File: config.mk
export PLATFORM = sky130hd
export DESIGN_NAME = fft_seq
export DESIGN_NICKNAME = d
export VERILOG_FILES = /design/src/rtl/fft_seq.sv
export SDC_FILE = /design/constraint.sdc
export NUM_CORES = 1
export LEC_CHECK = 0
export CELL_PAD_IN_SITES_DETAIL_PLACEMENT = 0
export CELL_PAD_IN_SITES_GLOBAL_PLACEMENT = 1
export CORE_MARGIN = 2
export CORE_UTILIZATION = 35
export DETAILED_ROUTE_END_ITERATION = 8
export GPL_TIMING_DRIVEN = 0
export HOLD_SLACK_MARGIN = 0.1
export PLACE_DENSITY = 0.68
export SETUP_SLACK_MARGIN = 0.1
export SKIP_LAST_GASP = 1
export SLEW_MARGIN = 10
export SYNTH_ARGS = -nofsm -noshare
export SYNTH_HDL_FRONTEND = slang
export SYNTH_SLANG_ARGS = --single-unit
File: constraint.sdc
create_clock -name i_clk -period 1.47 [get_ports i_clk]
set_input_delay 0.294 -clock i_clk [delete_from_list [all_inputs] [get_ports i_clk]]
set_output_delay 0.294 -clock i_clk [all_outputs]
set_load 0.01 [all_outputs]
File: src/rtl/fft_seq.sv
// fft_seq - stage/pair sequencer for the in-place radix-2 FFT core.
// Walks every butterfly per stage, stalls between stages for pipeline drain, delays read side to write side.
module fft_seq #(
  parameter  int N        = 16,
  parameter  int BFLY_LAT = 3,
  localparam int L        = $clog2(N),
  localparam int SW       = $clog2(L),
  localparam int PW       = $clog2(N),
  localparam int CW       = $clog2(BFLY_LAT + 1)
) (
  input  logic          i_clk,
  input  logic          i_rst,
  input  logic          i_start,
  output logic          o_busy,
  output logic          o_done,
  output logic [SW-1:0] o_stage,
  output logic [PW-1:0] o_pair,
  output logic          o_rd_en,
  output logic          o_wr_en,
  output logic [SW-1:0] o_wr_stage,
  output logic [PW-1:0] o_wr_pair
);

  localparam int DW = 1 + SW + PW;

  typedef enum logic [1:0] {IDLE, RUN, DRAIN, DONE} state_t;

  state_t          state_q, state_d;
  logic [SW-1:0]   stage_q, stage_d;
  logic [PW-1:0]   pair_q, pair_d;
  logic [CW-1:0]   cnt_q, cnt_d;
  logic            rd_en_q, rd_en_d;
  logic            busy_q, busy_d;
  logic            done_q, done_d;
  logic [DW-1:0]   dl_q [BFLY_LAT];
  logic [DW-1:0]   dl_d [BFLY_LAT];

  always_comb begin
    state_d = state_q;
    stage_d = stage_q;
    pair_d  = pair_q;
    cnt_d   = cnt_q;
    rd_en_d = 1'b0;
    done_d  = 1'b0;
    case (state_q)
      IDLE: begin
        if (i_start) begin
          state_d = RUN;
          stage_d = SW'(L - 1);
          pair_d  = '0;
          cnt_d   = '0;
          rd_en_d = 1'b1;
        end
      end
      RUN: begin
        if (pair_q == PW'(N / 2 - 1)) begin
          state_d = DRAIN;
        end else begin
          pair_d  = pair_q + PW'(1);
          rd_en_d = 1'b1;
        end
      end
      DRAIN: begin
        // Last drain cycle carries the final write of this stage; next read follows it.
        if (cnt_q == CW'(BFLY_LAT - 1)) begin
          if (stage_q != '0) begin
            state_d = RUN;
            stage_d = stage_q - SW'(1);
            pair_d  = '0;
            cnt_d   = '0;
            rd_en_d = 1'b1;
          end else begin
            state_d = DONE;
            done_d  = 1'b1;
          end
        end else begin
          cnt_d = cnt_q + CW'(1);
        end
      end
      DONE: state_d = IDLE;
      default: state_d = IDLE;
    endcase
    busy_d = (state_d != IDLE);

    dl_d[0] = {rd_en_q, stage_q, pair_q};
    for (int i = 1; i < BFLY_LAT; i++) begin
      dl_d[i] = dl_q[i-1];
    end
  end

  always_ff @(posedge i_clk or posedge i_rst) begin
    if (i_rst) begin
      state_q <= IDLE;
      stage_q <= '0;
      pair_q  <= '0;
      cnt_q   <= '0;
      rd_en_q <= 1'b0;
      busy_q  <= 1'b0;
      done_q  <= 1'b0;
      for (int i = 0; i < BFLY_LAT; i++) begin
        dl_q[i] <= '0;
      end
    end else begin
      state_q <= state_d;
      stage_q <= stage_d;
      pair_q  <= pair_d;
      cnt_q   <= cnt_d;
      rd_en_q <= rd_en_d;
      busy_q  <= busy_d;
      done_q  <= done_d;
      for (int i = 0; i < BFLY_LAT; i++) begin
        dl_q[i] <= dl_d[i];
      end
    end
  end

  assign o_busy     = busy_q;
  assign o_done     = done_q;
  assign o_stage    = stage_q;
  assign o_pair     = pair_q;
  assign o_rd_en    = rd_en_q;
  assign o_wr_en    = dl_q[BFLY_LAT-1][DW-1];
  assign o_wr_stage = dl_q[BFLY_LAT-1][PW +: SW];
  assign o_wr_pair  = dl_q[BFLY_LAT-1][PW-1:0];

endmodule
==> run_results.csv <==
group,metric,value,unit
status,outcome,"finished with violations",
status,violations,"setup timing",
floorplan,rows,21,
route,ant_nets,0,
timing,worst_pin_slew,0.703,ns
floorplan,die_height,64.1,µm
cells_and_area,antenna_cells,0,
pwr,p_leak,0.822,nW
timing,period_share,1.03,
clock_tree,path_clk_slew,0.11,ns
yosys,ys_ff_latch,34,
placement,place_congestion,0.790,
pwr,finalPower,2.71,mW
grt,antenna_found_initial,0,
critical_path,cpMaxStageDelayCell,"dfrtp_1",
critical_path,reg2regPathDepth,6,
route,vias,893,
floorplan,io_pins,19,
clock_tree,cts_sinks,34,
timing,fmax,660,MHz
grt,first_global_vias,942,
floorplan,coreArea,0.00342,mm²
placement,dp_hpwl,1410,µm
pwr,peakVddDrop,0.000519,V
critical_path,endpoint,"o_pair[3]",
critical_path,max_stage_delay,0.38,ns
critical_path,critPathTopFamily,"simple AND/OR/NAND/NOR gates",
route,routedWlPerCell,13.0,µm
critical_path,end_kind,"flip-flop",
critical_path,crit_path_start,"o_stage[0]",
grt,gr-total-overflow,0,
yosys,syn-cell-area,0.00127,mm²
clock_tree,numCtsBuffers,5,
pwr,power_density,1500,mW/mm²
yosys,synth_nets,100,
cells_and_area,drive_above_1_share,0.397,
placement,pre_cts_ws,-0.327,ns
floorplan,die_area,0.00411,mm²
grt,track_usage,0.131,
cells_and_area,nNetsFinal,145,
yosys,synth_warnings,0,
route,via_per_inst,4.78,
timing,finalSetupViolCount,2,
yosys,yosys.cell_types.count,33,
critical_path,worstPathMaxFanout,4,
cells_and_area,area_growth,42.3,%
critical_path,critPathLaunchType,"flip-flop",
critical_path,reg2reg_to,"o_pair[3]",
floorplan,chipWidth,64.1,µm
placement,io_buffers,18,
clock_tree,clock_latency,0.34,ns
critical_path,r2r-start,"o_stage[0]",
cells_and_area,stdcell_area,0.00180,mm²
timing,hold_viol,0,
critical_path,path_cells,"buf_6, inv_4, ha_4, nand4bb_4, and3_4, a221o_1",
clock_tree,hold_buffers,0,
timing,drv_slew,0,
clock_tree,h-tree-depth,2,
yosys,yosysSeqAreaShare,0.672,
route,drt-initial-drc-count,52,
placement,placement.cell_area,0.00151,mm²
route,routed_wl,2430,µm
yosys,synth.avg_cell_area,13.3,µm²
grt,grt_pass1_wl,4000,µm
route,dr.pass1.iters,4,
run,maxCapViolations,0,
yosys,postSynthCellCount,95,
critical_path,ff2ff_setup_slack,-0.04,ns
timing,relSlewSlack,0.530,
critical_path,path_buf_inv,2,
timing,rsz0062_at_grt,"true",
critical_path,path_depth,6,
clock_tree,cts_max_path_buffers,2,
clock_tree,cts_tree,"done",
clock_tree,clock-root-buffer,"clkbuf_4",
timing,skew,0.0109,ns
grt,grt_max_degree,35,
timing,setup_ws,-0.0443,ns
critical_path,required,1.70,ns
timing,period_minus_slack,1.51,ns
floorplan,start_util,0.371,
worst_hold_path,hold_class,"flip-flop to flip-flop",
critical_path,cp_data_arrival_time,1.74,ns
critical_path,crit_type,"flip-flop to flip-flop",
route,drcViolationCount,0,
[metrics by stage]
stage,std cells,TNS (ns),utilization,hold WS (ns)
2_1_floorplan,95,0,-,0.331
4_1_cts,182,-0.0769,0.510,0.360
3_5_place_dp,159,-11.40,0.443,0.335
3_3_place_gp,159,-10.20,0.443,0.332
5_1_grt,187,-0.375,0.527,0.370
6_report,187,-0.0867,0.527,0.359
[worst reg2reg max path, stage by stage, from the launching register on]
cell,delay (ns)
dfrtp_1,0.38
buf_6,0.11
inv_4,0.03
ha_4,0.16
nand4bb_4,0.19
and3_4,0.20
a221o_1,0.34
[cell families after synthesis]
logic type / after synthesis / synth area share
DFF: 34 / 0.672
and+or+nand+nor: 24 / 0.118
buffers and inverters: 14 / 0.0613
muxes: 2 / 0.0158
adders and majority gates: 2 / 0.0198
AOI/OAI and AO/OA: 19 / 0.114
[layout by cell type (no fill, tap or decap), drive strengths merged, types with 3 or more instances in the layout]
cell type     n
a21oi         3
a22oi         4
buf          33
clkbuf        7
clkinvlp      3
dfrtp        34
dlygate4sd2  10
inv           4
nand2         6
nand2b        3
[how the worst min path moves through the flow]
stage	from	to	slack, ns	cells after the start
after global placement	dl_d[11]	dl_d[4]	0.33	0
after detailed placement	dl_d[8]	dl_d[1]	0.33	0
final	dl_d[8]	dl_d[1]	0.36	0
after floorplan	dl_d[7]	dl_d[0]	0.33	0
after CTS	dl_d[8]	dl_d[1]	0.36	0
after global routing	dl_d[8]	dl_d[1]	0.37	0
[registers in the layout (all words and copies together) (netlist names)]
signal,cells
o_rd_en,1
dl_d,14
cnt_q,2
o_wr_pair,4
o_wr_en,1
state_q,2
o_wr_stage,2
o_pair,4
o_stage,2
o_done,1
o_busy,1
[Yosys cell counts, drive strengths merged]
cell / instances / area share
and2: 1 / 0.0049
nand4: 1 / 0.0049
o211ai: 2 / 0.012
or2: 1 / 0.0069
and3b: 1 / 0.0099
nor3b: 1 / 0.0099
nor3: 2 / 0.0079
nor2b: 1 / 0.0049
a22oi: 4 / 0.024
nor2: 2 / 0.0059
nand2: 6 / 0.018
o211a: 2 / 0.016
o22ai: 1 / 0.0049
o21ai: 1 / 0.0039
dfrtp: 34 / 0.67
a21oi: 3 / 0.012
nor4: 1 / 0.0049
nand3: 1 / 0.0039
a221o: 2 / 0.016
a41oi: 1 / 0.0069
o21bai: 1 / 0.0059
o31ai: 1 / 0.0059
inv: 5 / 0.015
o22a: 1 / 0.0069
and4: 1 / 0.0069
and3: 1 / 0.0049
mux2i: 2 / 0.016
clkbuf: 1 / 0.0030
buf: 8 / 0.043
ha: 2 / 0.020
nand4bb: 1 / 0.0089
nand2b: 3 / 0.015
[area by class of cell]
cell class                 instances  area, µm²
fill                             303       1610
sequential                        34        853
multi-input combinational         47        393
timing repair buffer              41        352
tap                               46       57.6
clock inverter                     3       45.0
clock buffer                       5       37.5
buffer                             6       36.3
inverter                           5       27.5
[repair_timing]
action                     4_1_cts  5_1_grt
setup endpoints to repair       58       12
resized for setup               49        5
pin swaps                        7        5
setup buffers                   18        5
[routing by layer]
layer | global-route usage | vias up | routed length, µm
met3 | 0.0546 | 4 | 145
met4 | 0.0638 | 0 | 53
met5 | 0 | - | 0
met1 | 0.146 | 440 | 1000
met2 | 0.215 | 28 | 1230
li1 | - | 421 | -
[power breakdown]
group	leakage, nW	switching, mW	internal, mW	total, mW
logic	0.386	0.380	0.507	0.887
registers	0.398	0.0667	1.08	1.14
clock network	0.0374	0.323	0.357	0.680
No activity file was read; power rests on OpenSTA's default activity.
